$ cat src/rtl/noc_pkg.sv
`default_nettype none
// ============================================================================
//  Module      : noc_pkg
//  Description : Shared HSR NoC flit definitions: field widths, field offsets
//                and the packed flit struct used by router and arbiter.
//  Revision    : 1.0 - initial release
// ============================================================================
package noc_pkg;

  localparam int NOC_PAYLOAD_W = 16;
  localparam int NOC_ADDR_W    = 4;
  localparam int NOC_TGT_W     = 3;
  localparam int NOC_FLIT_W    = NOC_PAYLOAD_W + NOC_ADDR_W + NOC_TGT_W;

  // Field offsets inside a flit; the target occupies the LSBs
  localparam int NOC_TGT_LSB     = 0;
  localparam int NOC_ADDR_LSB    = NOC_TGT_W;
  localparam int NOC_PAYLOAD_LSB = NOC_TGT_W + NOC_ADDR_W;

  typedef struct packed {
    logic [NOC_PAYLOAD_W-1:0] payload;
    logic [NOC_ADDR_W-1:0]    addr;
    logic [NOC_TGT_W-1:0]     target;
  } noc_flit_t;

endpackage : noc_pkg
`default_nettype wire

$ cat src/rtl/noc_fifo_ptr.sv
`default_nettype none
// ============================================================================
//  Module      : noc_fifo_ptr
//  Description : Circular buffer pointer that wraps to zero after DEPTH-1.
//                Works for any DEPTH >= 2, not only powers of two.
//  Revision    : 1.0 - initial release
// ============================================================================
module noc_fifo_ptr #(
  parameter int DEPTH = 6,
  parameter int PTR_W = (DEPTH > 1) ? $clog2(DEPTH) : 1
) (
  input  logic             clk,
  input  logic             rst,
  input  logic             i_inc,
  output logic [PTR_W-1:0] o_ptr
);

  localparam logic [PTR_W-1:0] C_LAST = PTR_W'(DEPTH - 1);

  logic [PTR_W-1:0] r_ptr;

  // Advance on enable; explicit compare gives wrap at DEPTH-1
  always_ff @(posedge clk or posedge rst) begin
    if (rst) begin
      r_ptr <= '0;
    end else if (i_inc) begin
      r_ptr <= (r_ptr == C_LAST) ? '0 : r_ptr + PTR_W'(1);
    end
  end

  assign o_ptr = r_ptr;

endmodule : noc_fifo_ptr
`default_nettype wire

$ cat src/rtl/noc_input_fifo.sv
`default_nettype none
// ============================================================================
//  Module      : noc_input_fifo
//  Description : Router input buffer. Circular FIFO of DEPTH flits with head
//                field split, status, credit return and sticky error flags.
//  Revision    : 1.0 - initial release
// ============================================================================
module noc_input_fifo
  import noc_pkg::*;
#(
  parameter int PAYLOAD_W = NOC_PAYLOAD_W,
  parameter int ADDR_W    = NOC_ADDR_W,
  parameter int TGT_W     = NOC_TGT_W,
  parameter int FLIT_W    = PAYLOAD_W + ADDR_W + TGT_W,
  parameter int DEPTH     = 6,
  parameter int CNT_W     = $clog2(DEPTH + 1)
) (
  input  logic                 clk,
  input  logic                 rst,
  input  logic [FLIT_W-1:0]    data,
  input  logic                 valid,
  input  logic                 pop,
  input  logic                 clear_err,
  output logic [FLIT_W-1:0]    out,
  output logic                 out_valid,
  output logic [PAYLOAD_W-1:0] head_payload,
  output logic [ADDR_W-1:0]    head_addr,
  output logic [TGT_W-1:0]     head_target,
  output logic                 full,
  output logic                 empty,
  output logic [CNT_W-1:0]     count,
  output logic                 credit_return,
  output logic                 overflow_err,
  output logic                 underflow_err
);

  localparam int               C_PTR_W = (DEPTH > 1) ? $clog2(DEPTH) : 1;
  localparam logic [CNT_W-1:0] C_DEPTH = CNT_W'(DEPTH);

  logic [FLIT_W-1:0]  r_mem [DEPTH];
  logic [CNT_W-1:0]   r_count;
  logic               r_credit;
  logic               r_ovf;
  logic               r_unf;
  logic [C_PTR_W-1:0] w_rd_ptr;
  logic [C_PTR_W-1:0] w_wr_ptr;
  logic               w_full;
  logic               w_empty;
  logic               w_pop_ok;
  logic               w_push_ok;
  logic               w_ovf_evt;
  logic               w_unf_evt;

  // Status comes from the registered count only, so it never glitches on inputs
  assign w_full    = (r_count == C_DEPTH);
  assign w_empty   = (r_count == '0);
  // A pop frees a slot in the same cycle, so a full FIFO still accepts a push with a pop
  assign w_pop_ok  = pop & ~w_empty;
  assign w_push_ok = valid & (~w_full | w_pop_ok);
  assign w_ovf_evt = valid & ~w_push_ok;
  assign w_unf_evt = pop & w_empty;

  noc_fifo_ptr #(.DEPTH(DEPTH), .PTR_W(C_PTR_W)) u_rd_ptr (
    .clk   (clk),
    .rst   (rst),
    .i_inc (w_pop_ok),
    .o_ptr (w_rd_ptr)
  );

  noc_fifo_ptr #(.DEPTH(DEPTH), .PTR_W(C_PTR_W)) u_wr_ptr (
    .clk   (clk),
    .rst   (rst),
    .i_inc (w_push_ok),
    .o_ptr (w_wr_ptr)
  );

  // Storage: cleared on reset, written at wr_ptr on an accepted push; popped entries keep their data
  always_ff @(posedge clk or posedge rst) begin
    if (rst) begin
      for (int i = 0; i < DEPTH; i++) begin
        r_mem[i] <= '0;
      end
    end else if (w_push_ok) begin
      r_mem[w_wr_ptr] <= data;
    end
  end

  // Occupancy: simultaneous push and pop leave it unchanged
  always_ff @(posedge clk or posedge rst) begin
    if (rst) begin
      r_count <= '0;
    end else if (w_push_ok && !w_pop_ok) begin
      r_count <= r_count + CNT_W'(1);
    end else if (w_pop_ok && !w_push_ok) begin
      r_count <= r_count - CNT_W'(1);
    end
  end

  // Credit pulse and sticky error flags; a new error event beats clear_err
  always_ff @(posedge clk or posedge rst) begin
    if (rst) begin
      r_credit <= 1'b0;
      r_ovf    <= 1'b0;
      r_unf    <= 1'b0;
    end else begin
      r_credit <= w_pop_ok;
      r_ovf    <= w_ovf_evt | (r_ovf & ~clear_err);
      r_unf    <= w_unf_evt | (r_unf & ~clear_err);
    end
  end

  assign out           = w_empty ? '0 : r_mem[w_rd_ptr];
  assign out_valid     = ~w_empty;
  assign head_payload  = out[FLIT_W-1 -: PAYLOAD_W];
  assign head_addr     = out[TGT_W +: ADDR_W];
  assign head_target   = out[TGT_W-1:0];
  assign full          = w_full;
  assign empty         = w_empty;
  assign count         = r_count;
  assign credit_return = r_credit;
  assign overflow_err  = r_ovf;
  assign underflow_err = r_unf;

endmodule : noc_input_fifo
`default_nettype wire

$ cat config.mk
export PLATFORM = sky130hd
export DESIGN_NAME = noc_input_fifo
export DESIGN_NICKNAME = d
export VERILOG_FILES = /design/src/rtl/noc_pkg.sv /design/src/rtl/noc_fifo_ptr.sv /design/src/rtl/noc_input_fifo.sv
export SDC_FILE = /design/constraint.sdc
export NUM_CORES = 1
export LEC_CHECK = 0
export ABC_AREA = 0
export ABC_CLOCK_PERIOD_IN_PS = 15400
export CORE_ASPECT_RATIO = 1.2
export CORE_UTILIZATION = 44
export DETAILED_ROUTE_END_ITERATION = 6
export GPL_ROUTABILITY_DRIVEN = 0
export PLACE_DENSITY = 0.63
export SKIP_LAST_GASP = 1
export SLEW_MARGIN = 10
export SYNTH_ARGS = -nofsm -noshare
export SYNTH_HDL_FRONTEND = slang
export SYNTH_HIERARCHICAL = 1
export SYNTH_SLANG_ARGS = --single-unit
$ cat constraint.sdc
create_clock -name clk -period 15.4 [get_ports clk]
set_input_delay 3.08 -clock clk [delete_from_list [all_inputs] [get_ports clk]]
set_output_delay 3.08 -clock clk [all_outputs]
set_load 0.05 [all_outputs]
Word-level counts from Yosys, hierarchy flattened
Cells that the tools add are included.
- register bits: 150
- bits of input ports: 28
- output and inout bits: 55
- $add $sub $neg: 4
- magnitude comparators: 3
- equal/unequal tests: 3
- multiplexer cells: 11
- bitwise operators: 15
- reduce and logical (&&, ||, !) cells: 7
- operators by type and width (operator ; count):
    bitwise mux 138 bit ; 1
    2-to-1 mux 23 bit ; 4
    binary-select mux 23 bit (select 3 bit) ; 1
    demux 23 bit (select 3 bit) ; 1
    2-to-1 mux 3 bit ; 4
    adder 3 x 1 -> 3 bit (second input constant) ; 3
    == test 3 bit (second input constant) ; 3
    greater-or-equal comparator 4 bit (second input constant) ; 2
    NOT 3 -> 4 bit ; 2
    AND 1 bit ; 6
    less-than comparator 4 x 1 -> 1 bit (second input constant) ; 1
    NOT 1 bit ; 4
    logical AND 1 bit ; 3
    logical NOT 3 bit ; 1
    bitwise OR 1 bit ; 3
    subtractor 3 x 1 -> 3 bit (second input constant) ; 1
    logical NOT 1 bit ; 2
    nonzero test 2 bit ; 1

Logic depth before layout (Yosys ltp)
Gate-level depths: netlist (run 1).
- depth in word-level cells: 9
- gate-level depth with buffers: 9
- gate-level depth less buffers: 8

Cells and area by module
Netlist (run 1), hierarchy kept.
- modules (own cells, without submodules) (module ; times used ; cells each ; area an instance (um^2) ; sequential area each (um^2)):
    noc_input_fifo ; 1 ; 508 ; 6991.7 ; 3603.5
    noc_fifo_ptr ; 2 ; 10 ; 133.9 ; 75.1

Worst setup path after synthesis (run 1)
OpenSTA, ideal clock, no wires.
- kind: register to output
- start point: register r_count[0] (netlist: count[0])
- end point: output out[10]
- data arrival time: 3.032 ns
- setup slack: 9.288 ns
- cell stages (with the launch flop): 6
- path buffers: 2
- cell sequence: dfrtp_1 -> or3_1 -> inv_2 -> clkbuf_1 -> a21oi_1 -> buf_4
- longest elaborated chain between the ends: 2
- ends and longest elaborated chain (item ; RTL line ; RTL):
    start, declared ; noc_input_fifo.sv:41 ; logic [CNT_W-1:0] r_count;
    start signal, assigned ; noc_input_fifo.sv:93 ; r_count <= r_count + CNT_W'(1);
    start signal, assigned ; noc_input_fifo.sv:95 ; r_count <= r_count - CNT_W'(1);
    logical NOT 3 bit ; noc_input_fifo.sv:56 ; assign w_empty = (r_count == '0);
    net empty ; noc_input_fifo.sv:30 ; output logic empty,
    2-to-1 mux 23 bit ; noc_input_fifo.sv:112 ; assign out = w_empty ? '0 : r_mem[w_rd_ptr];
    end, declared ; noc_input_fifo.sv:24 ; output logic [FLIT_W-1:0] out,
The timed path passes the listed nets, and every way through them passes these cells.

Worst setup path in the final report (run 1)
- start point: register u_rd_ptr.r_ptr[1] (netlist: u_rd_ptr/o_ptr[1])
- end point: output out[7]
- longest elaborated chain between the ends: 5
- ends and longest elaborated chain (item ; RTL line ; RTL):
    start, declared ; noc_fifo_ptr.sv:20 ; logic [PTR_W-1:0] r_ptr;
    start signal, assigned ; noc_fifo_ptr.sv:27 ; r_ptr <= (r_ptr == C_LAST) ? '0 : r_ptr + PTR_W'(1);
    NOT 3 -> 4 bit (implied by the code) ; noc_input_fifo.sv:112 ;
    binary-select mux 23 bit (select 3 bit) ; noc_input_fifo.sv:112 ;
    2-to-1 mux 23 bit (implied by the code) (2 in a row) ; noc_input_fifo.sv:112 ;
    2-to-1 mux 23 bit ; noc_input_fifo.sv:112 ;
Every way passes these cells. The select of a mux whose other input is x is not followed.

==> summary.md, run 1 <==
| Metric | Value |
|---|---|
| Routed WL per cell | 18.9 um |
| RR Startpoint | count[0] |
| Layout cells sized above 1 | around 43% |
| Max-Cap Viols | 0 |
| Setup-failing EPs final | 0 |
| Min-Delay Path Class | flip-flop to flip-flop |
| Routed Antenna Nets | 0 |
| Total core area | roughly 0.016 mm^2 |
| CTS max path bufs | 2 |
| Worst rel slew slack | between 10% and 20% |
| Vias/cell | between 5 and 6 |
| Fill count | about 1400 |
| Worst-Skew Late Latency | 0.42 ns |
| Hold buffers post-CTS | 0 |
| Worst Min Path Start | r_mem[22] |
| Mapped cell area | 0.00726 mm^2 |
| Cell chain of the critical path | nor2b_2 -> buf_4 -> nand2_1 -> a21oi_1 -> clkdlybuf4s50_1 |
| Delay of the slowest critical-path stage | 0.86 ns |
| Mapped Cells | between 500 and 600 |
| Fmax | 0.155 GHz |
| Buffers on Ports | 82 |
| Initial DRC count | approximately 120 |
| H-tree levels | 4 |
| Synthesized flop and latch total | 150 |
| Synthesized area per cell | ~14 um^2 |
| Worst Tran Pin Value | between 1 and 1.5 ns |
| Initial Utilization | between 40 and 50% |
| First-pass GRT wire length | 24700 um |
| CP max FO | 50 |
| Gr usage total | a little under a fifth |
| Final nets | approximately 610 |
| R2r endpoint | r_mem[97] |
| Synth unique cells | 32 |
| Ports | 83 |
| Setup_tns | 0 ns |
| Area growth, synth to finish | 19.8% |
| Vias in the first global route | approximately 4700 |
| Remaining DRCs | 0 |
| Minimum clock period | 6.45 ns |
| Unrepaired setup endpoints after global routing | false |
| Syn_nets | 558 |
| Root buffer cell | clkbuf_16 |
| Sequential share of the synthesized area | between 50% and 60% |
| Yosys warnings | 6 |
| Post-Route WL | about 15000 um |
| Reg2Reg Setup Slack | between 10 and 15 ns |
| Die ar. | between 0.015 and 0.02 mm^2 |
| Initial antenna violation count | 0 |
| Hold depth | 1 |
| CP startpoint | u_rd_ptr/o_ptr[1] |
| Row Count | between 50 and 60 |
| CP bufs+invs | 2 |
| Hpwl dp | between 9000 and 10000 um |
| Setup Buffers After CTS | 0 |
| Status | completed |
| FF-to-FF path depth | 3 |
| Endpoints failing hold | 0 |
| CTS tree | built |
| Crit path DAT | around 3.4 ns |
| WS Path Type | flip-flop to output pin |
| # diodes | 0 |
| WHS Endpoint | r_mem[22] |
| Worst path slowest cell | clkdlybuf4s50_1 |
| Worst-path clk slew | 0.06 ns |
| Die height | 143 um |
| DIE WIDTH | around 120 um |
| Final Cycle Share | a little over two fifths |
| Crit start category | flip-flop |
| Setup Skew | 0.00532 ns |
| Post-CTS Resized | 0 |
| Via count | between 4000 and 5000 |
| CP delay by family, top | buffers and inverters |
| Required time of the worst setup path | approximately 12 ns |
| Drt pass-1 iters | 4 |
| CTS Buf Count | 17 |
| Worst setup EP type | output pin |
| Global route overflow | 0 |
| Pins over their slew limit | 0 |
| Clock Sinks | 150 |
| Largest net degree at the start of global routing | 74 |
-- cells by family after synthesis --
kind of cell / count (synthesis) / synth area share [%]
AO/OA/AOI/OAI: 48 / 4.12
XOR/XNOR: 5 / 0.603
adder cells (fa/ha/maj): 2 / 0.448
multiplexers: 212 / 34.1
flip-flops: 150 / 51.7
AND/OR/NAND/NOR: 48 / 3.71
buffers and inverters: 63 / 5.29
-- metrics by stage --
step | std cells | setup WS, ns | hold WS [ns] | cell area [um^2] | utilization (%)
after global placement | 774 | 9.48 | 0.461 | 8060 | 49.7
after global routing | 806 | 8.76 | 0.507 | 8700 | 53.7
after floorplan | 528 | 8.45 | 0.452 | 7260 | -
after CTS | 806 | 8.89 | 0.485 | 8700 | 53.7
final | 806 | 8.95 | 0.483 | 8700 | 53.7
after detailed placement | 774 | 9.34 | 0.472 | 8060 | 49.7
-- sequential cells by signal, indices dropped and copies added (netlist names) --
name,flops
count,3
credit_return,1
overflow_err,1
r_mem,138
u_rd_ptr/o_ptr,3
u_wr_ptr/o_ptr,3
underflow_err,1
-- cells in the mapped netlist --
library cell	instances	area share, %
a21oi_1	23	1.6
a22oi_1	23	2.4
and2_1	1	0.086
and2b_1	1	0.10
and3b_1	1	0.12
and4_4	1	0.16
buf_2	16	1.1
buf_4	24	2.5
buf_6	5	0.78
clkbuf_1	9	0.47
dfrtp_1	150	52
fa_1	1	0.28
ha_1	1	0.17
inv_1	8	0.41
inv_2	1	0.052
mux2_1	8	1.2
mux2_2	180	28
mux2_4	24	5.0
nand2_1	25	1.3
nand2_2	2	0.17
nand3_2	1	0.14
nand4_2	1	0.17
nand4b_1	1	0.12
nand4b_2	2	0.41
nand4bb_1	1	0.16
nor2_1	5	0.26
nor2b_1	5	0.43
o21ai_0	1	0.069
o22ai_1	1	0.086
or3_1	1	0.086
xnor2_1	1	0.12
xor2_1	4	0.48
-- worst max path at each step --
stage                     slack [ns]  cells past startpoint              end
final                           8.95                      5           out[7]
after global routing            8.76                      5           out[7]
after CTS                       8.89                      5           out[7]
after detailed placement        9.34                      5           out[7]
after global placement          9.48                      5  head_payload[0]
after floorplan                 8.45                      1         count[0]
-- area by class of cell --
class	instances	area, um^2	share of cell area, %
repair buffers	88	866	9.96
clock inverters	10	175	2.01
inverters	9	38.8	0.446
clock buffers	22	464	5.34
well taps	212	265	3.05
multi-input cells	315	3130	36.0
flip-flops and latches	150	3750	43.2
-- layer usage --
metal / track usage [%] / wire length (um)
met4: 6.60 / 178
met3: 3.04 / 404
met1: 23.9 / 6800
met5: 0 / 0
met2: 33.7 / 7870
-- cell usage in the layout (no fill, tap or decap), drive strengths merged, types with 3 or more instances in the layout --
cell type      Yosys  routed
nor2b              5       5
a22oi             23      23
nand4b             3       3
xor2               4       4
buf               45       6
dfrtp            150     150
nand2             27      27
bufinv             0       5
clkinv             0       5
nor2               5       5
clkdlybuf4s50      0      82
inv                9       9
a21oi             23      23
mux2             212     212
clkbuf             9      22
Power of run 1 is not shown: default switching activity piles up to over one toggle a cycle in this logic, so the estimate is an artifact.
==> run 2, diff against run 1 <==
Settings changed: ABC_CLOCK_PERIOD_IN_PS 15400 to 5900, PLACE_DENSITY 0.63 to 0.66.
Clock period 15.4 ns to 5.9 ns, I/O delays scaled along.
==> run 2 against run 1 <==
The run now ends with design-rule violations left; via count is 0.70% higher; die area did not move; sequential share of layout area about the same; non-clock buffer count is the same; core utilization is essentially flat; flip-flop and latch count is the same; first-iteration DRC count up 66%; clock-buffer cell count grew 1; routed wire length increased by 1.5%; register-to-register slack got worse by 9.6 ns; clock skew grew 0.00087 ns.
==> summary.md, run 2 (same netlist as run 1, synthesis figures left out) <==
| Metric | Value |
|---|---|
| WL met3 | roughly 390 um |
| CTS Buf Count | 17 |
| Worst setup EP type | output pin |
| Final Cycle Share | about three quarters |
| CP max FO | 13 |
| Worst Min Path Start | r_mem[14] |
| Place WS | 1.98 ns |
| Most common cell after layout, fill and taps aside | mux2_2 |
| Failing checks | design-rule violations |
| Min-Delay Path Class | flip-flop to flip-flop |
| Max-Cap Viols | 0 |
| Ports | 83 |
| Highest Signal Layer | met4 |
| Post-Route WL | roughly 15000 um |
| Status | finished, violations left |
| Crit path DAT | between 3 and 4 ns |
| WS Path Type | flip-flop to output pin |
| Required time of the worst setup path | 4.72 ns |
| # diodes | 0 |
| Hpwl dp | just over 9000 um |
| Via count | between 4000 and 5000 |
| Vias/cell | 5.35 |
| Total core area | 0.0162 mm^2 |
| Pins over their slew limit | 0 |
| Reg with most FFs | r_mem |
| Endpoints failing hold | 0 |
| Reg2Reg Setup Slack | 3.36 ns |
| Die ar. | ~0.017 mm^2 |
| Routed Antenna Nets | 0 |
| CTS max path bufs | 2 |
| Setup Buffers After CTS | 0 |
| Initial antenna violation count | 0 |
| RR Startpoint | count[0] |
| Crit start category | flip-flop |
| Layout cells sized above 1 | about 42% |
| Routed WL per cell | a little under 20 um |
| Remaining DRCs | 1 |
| FF-to-FF path depth | 3 |
| Final nets | a little over 600 |
| Gr usage total | roughly 20% |
| Initial Utilization | between 40% and 50% |
| Max FFs per register | 138 |
| Setup Skew | 0.00619 ns |
| WHS Endpoint | r_mem[14] |
| Most frequent cells in the layout | 180 x mux2_2, 149 x dfrtp_1, 82 x clkdlybuf4s50_1 |
| Fill count | roughly 1400 |
| Die height | ~140 um |
| Unrepaired setup endpoints after global routing | false |
| Hold depth | 1 |
| Buffers on Ports | between 80 and 90 |
| Fmax | about 0.23 GHz |
| CTS tree | built |
| Routed met1 length | 6970 um |
| First-pass GRT wire length | between 20000 and 30000 um |
| Clock Sinks | 150 |
| Worst rel slew slack | 25.6% |
| Hold buffers post-CTS | 0 |
| Minimum clock period | 4.39 ns |
| Final setup margin | 1.51 ns |
| Worst-Skew Late Latency | about 0.42 ns |
| Setup-failing EPs final | 0 |
| Largest net degree at the start of global routing | about 110 |
| Row Count | slightly above 50 |
| Global route overflow | 0 |
| Met2 WL | 7880 um |
| Root buffer cell | clkbuf_16 |
| H-tree levels | 4 |
| Post-CTS Resized | 0 |
| Area growth, synth to finish | 19.8% |
| Initial DRC count | roughly 200 |
| DIE WIDTH | around 120 um |
| Drt pass-1 iters | 6 |
| Setup_tns | 0 ns |
| R2r endpoint | r_mem[90] |
| Worst Tran Pin Value | approximately 1.1 ns |
| Worst-path clk slew | around 0.060 ns |
| Vias in the first global route | between 4000 and 5000 |
-- run 2: layer usage --
layer / vias to the layer above / track usage (%)
li1: 1983 / -
met1: 2242 / 24.8
met2: 75 / 33.5
met3: 14 / 3.79
met4: 0 / 7.79
met5: - / 0
-- run 2: how the worst max path moves through the flow --
stage	from	endpoint	slack, ns	cells after the start
after floorplan	rst	count[0]	0.85	1
after global placement	u_rd_ptr/o_ptr[0]	out[18]	1.99	5
after detailed placement	u_rd_ptr/o_ptr[0]	out[18]	1.98	5
after CTS	u_rd_ptr/o_ptr[0]	out[18]	1.49	5
after global routing	u_rd_ptr/o_ptr[0]	out[18]	1.42	5
final	u_rd_ptr/o_ptr[0]	out[18]	1.51	5
-- run 2: through the flow --
stage                     hold WS (ns)  cells  utilization (%)  area (um^2)
after floorplan                  0.452    528                -         7260
after global placement           0.462    774             49.7         8060
after detailed placement         0.472    774             49.7         8060
after CTS                        0.485    806             53.7         8700
after global routing             0.504    806             53.7         8700
final                            0.480    806             53.7         8700
-- run 2: worst max-delay path, cell delays in order (launching register included) --
cell,delay [ns]
dfrtp_1,0.59
nor2b_2,0.59
buf_4,0.34
a22oi_1,0.10
a21oi_1,0.30
clkdlybuf4s50_1,0.86
-- run 2: final cells by class --
class                           count  area (um^2)  share of cell area [%]
Sequential cell                   150         3750                    43.2
Clock inverter                      9          173                    1.99
Inverter                            9         38.8                   0.446
Clock buffer                       23          468                    5.38
Tap cell                          212          265                    3.05
Multi-Input combinational cell    315         3130                    36.0
Timing Repair Buffer               88          866                    9.96
Power of run 2 is left out for the same reason.
==> run 3, diff against run 2 <==
Settings changed: ABC_CLOCK_PERIOD_IN_PS 5900 to 4000.
Clock period 5.9 ns to 4 ns, I/O delays scaled along.
==> run 3 against run 2 <==
The flow now finishes without violations; flip-flop and latch count unchanged; non-clock buffer count grew 5; via count rose by 0.81%; critical endpoint is now head_payload[7]; largest cell class unchanged.
==> summary.md, run 3 (same netlist as run 1, synthesis figures left out) <==
| Metric | Value |
|---|---|
| Status | completed |
| CTS max path bufs | 2 |
| Crit path DAT | about 2.8 ns |
| Unrepaired setup endpoints after global routing | false |
| Area growth, synth to finish | 18.6% |
| Hold depth | 1 |
| Pins over their slew limit | 0 |
| CTS tree | built |
| WHS Endpoint | r_mem[28] |
| Worst setup EP type | output pin |
| Global route overflow | 0 |
| Root buffer cell | clkbuf_16 |
| Hold WS | slightly below 0.5 ns |
| H-tree levels | 4 |
| RR Startpoint | count[0] |
| Vias/cell | 5.36 |
| DIE WIDTH | 119 um |
| Max-Cap Viols | 0 |
| Ports | 83 |
| R2r endpoint | r_mem[69] |
| Initial DRC count | 201 |
| Routed Antenna Nets | 0 |
| Final Cycle Share | around nine tenths |
| Total core area | roughly 0.016 mm^2 |
| FF-to-FF path depth | 3 |
| Die height | 143 um |
| Crit start category | flip-flop |
| CP max FO | 14 |
| CTS Buf Count | 17 |
| Fmax | approximately 0.28 GHz |
| Place WS | just over 0.7 ns |
| Vias in the first global route | 4654 |
| Worst-Skew Late Latency | 0.43 ns |
| Min-Delay Path Class | flip-flop to flip-flop |
| Hpwl dp | roughly 9600 um |
| Final nets | between 600 and 700 |
| Setup Buffers After CTS | 0 |
| Worst-path clk slew | roughly 0.060 ns |
| Layout cells sized above 1 | 51.1% |
| Most common cell after layout, fill and taps aside | mux2_2 |
| Post-Route WL | 15600 um |
| Largest net degree at the start of global routing | 86 |
| # diodes | 0 |
| Fill count | about 1400 |
| Fin util | between 50% and 60% |
| Remaining DRCs | 0 |
| Row Count | 51 |
| WS Path Type | flip-flop to output pin |
| Initial Utilization | about 45% |
| First-pass GRT wire length | approximately 25000 um |
| Max FFs per register | between 100 and 150 |
| Required time of the worst setup path | roughly 3.2 ns |
| Endpoints failing hold | 0 |
| Die ar. | roughly 0.017 mm^2 |
| Post-CTS Resized | 0 |
| Clock Sinks | 150 |
| Reg with most FFs | r_mem |
| Most frequent cells in the layout | 180 x mux2_2, 149 x dfrtp_1, 53 x buf_4 |
| Initial antenna violation count | 0 |
| Setup-failing EPs final | 0 |
| Via count | 4349 |
| Worst Tran Pin Value | roughly 1.1 ns |
| Worst Min Path Start | r_mem[28] |
| Reg2Reg Setup Slack | between 1.5 and 2 ns |
| CP startpoint | u_rd_ptr/o_ptr[0] |
| Buffers on Ports | 82 |
| Hold buffers post-CTS | 0 |
| Routed WL per cell | 19.2 um |
| Setup_tns | 0 ns |
| Minimum clock period | roughly 3.5 ns |
| Worst rel slew slack | just under 30% |
| Drt pass-1 iters | 4 |
| Gr usage total | roughly 20% |
| Setup Skew | 0.00488 ns |
| Final setup margin | approximately 0.45 ns |
run 3: cell count changes in the layout (fill, tap and decap cells not counted):
cell,previous run,this run
clkdlybuf4s50_1,82,36
clkinv_2,3,4
buf_4,6,53
clkinvlp_4,1,5
clkinv_4,0,1
bufinv_16,5,2
clkbuf_1,4,1
buf_12,0,4
run 3: critical path, cell delays in order, from the launching register on:
cell and delay, ns:
dfrtp_1 0.61, nor2b_2 0.72, buf_4 0.34, a22oi_1 0.13, a21oi_1 0.26, buf_4 0.25
run 3: final cells by class:
type / count / area (um^2) / share of cell area [%]
multi-input cells: 315 / 3130 / 36.4
clock inverters: 12 / 128 / 1.48
repair buffers: 93 / 838 / 9.73
well taps: 212 / 265 / 3.08
flip-flops and latches: 150 / 3750 / 43.6
clock buffers: 20 / 457 / 5.30
inverters: 9 / 37.5 / 0.436
run 3: worst max-delay path by stage:
stage                     cells after the start          endpoint  slack (ns)
after floorplan                               5           out[10]        0.17
after global placement                        4         r_mem[80]        0.74
after detailed placement                      4         r_mem[69]        0.71
after CTS                                     5  head_payload[10]        0.40
after global routing                          5           out[12]        0.33
final                                         5   head_payload[7]        0.45
run 3: metal layers:
| layer | wire length, um | part of all wire (%) | vias to the layer above | track usage, % |
|---|---|---|---|---|
| li1 | - | - | 1985 | - |
| met1 | 6770 | 43 | 2248 | 24.3 |
| met2 | 8080 | 52 | 92 | 33.8 |
| met3 | 482 | 3.1 | 24 | 3.99 |
| met4 | 248 | 1.6 | 0 | 7.79 |
| met5 | 0 | 0 | - | 0 |
run 3: metrics by stage:
stage               instances  instance area (um^2)
global placement          779                  8030
global route              811                  8610
floorplan                 528                  7260
detailed placement        779                  8030
CTS                       811                  8610
finish                    811                  8610
Power of run 3 is left out for the same reason.
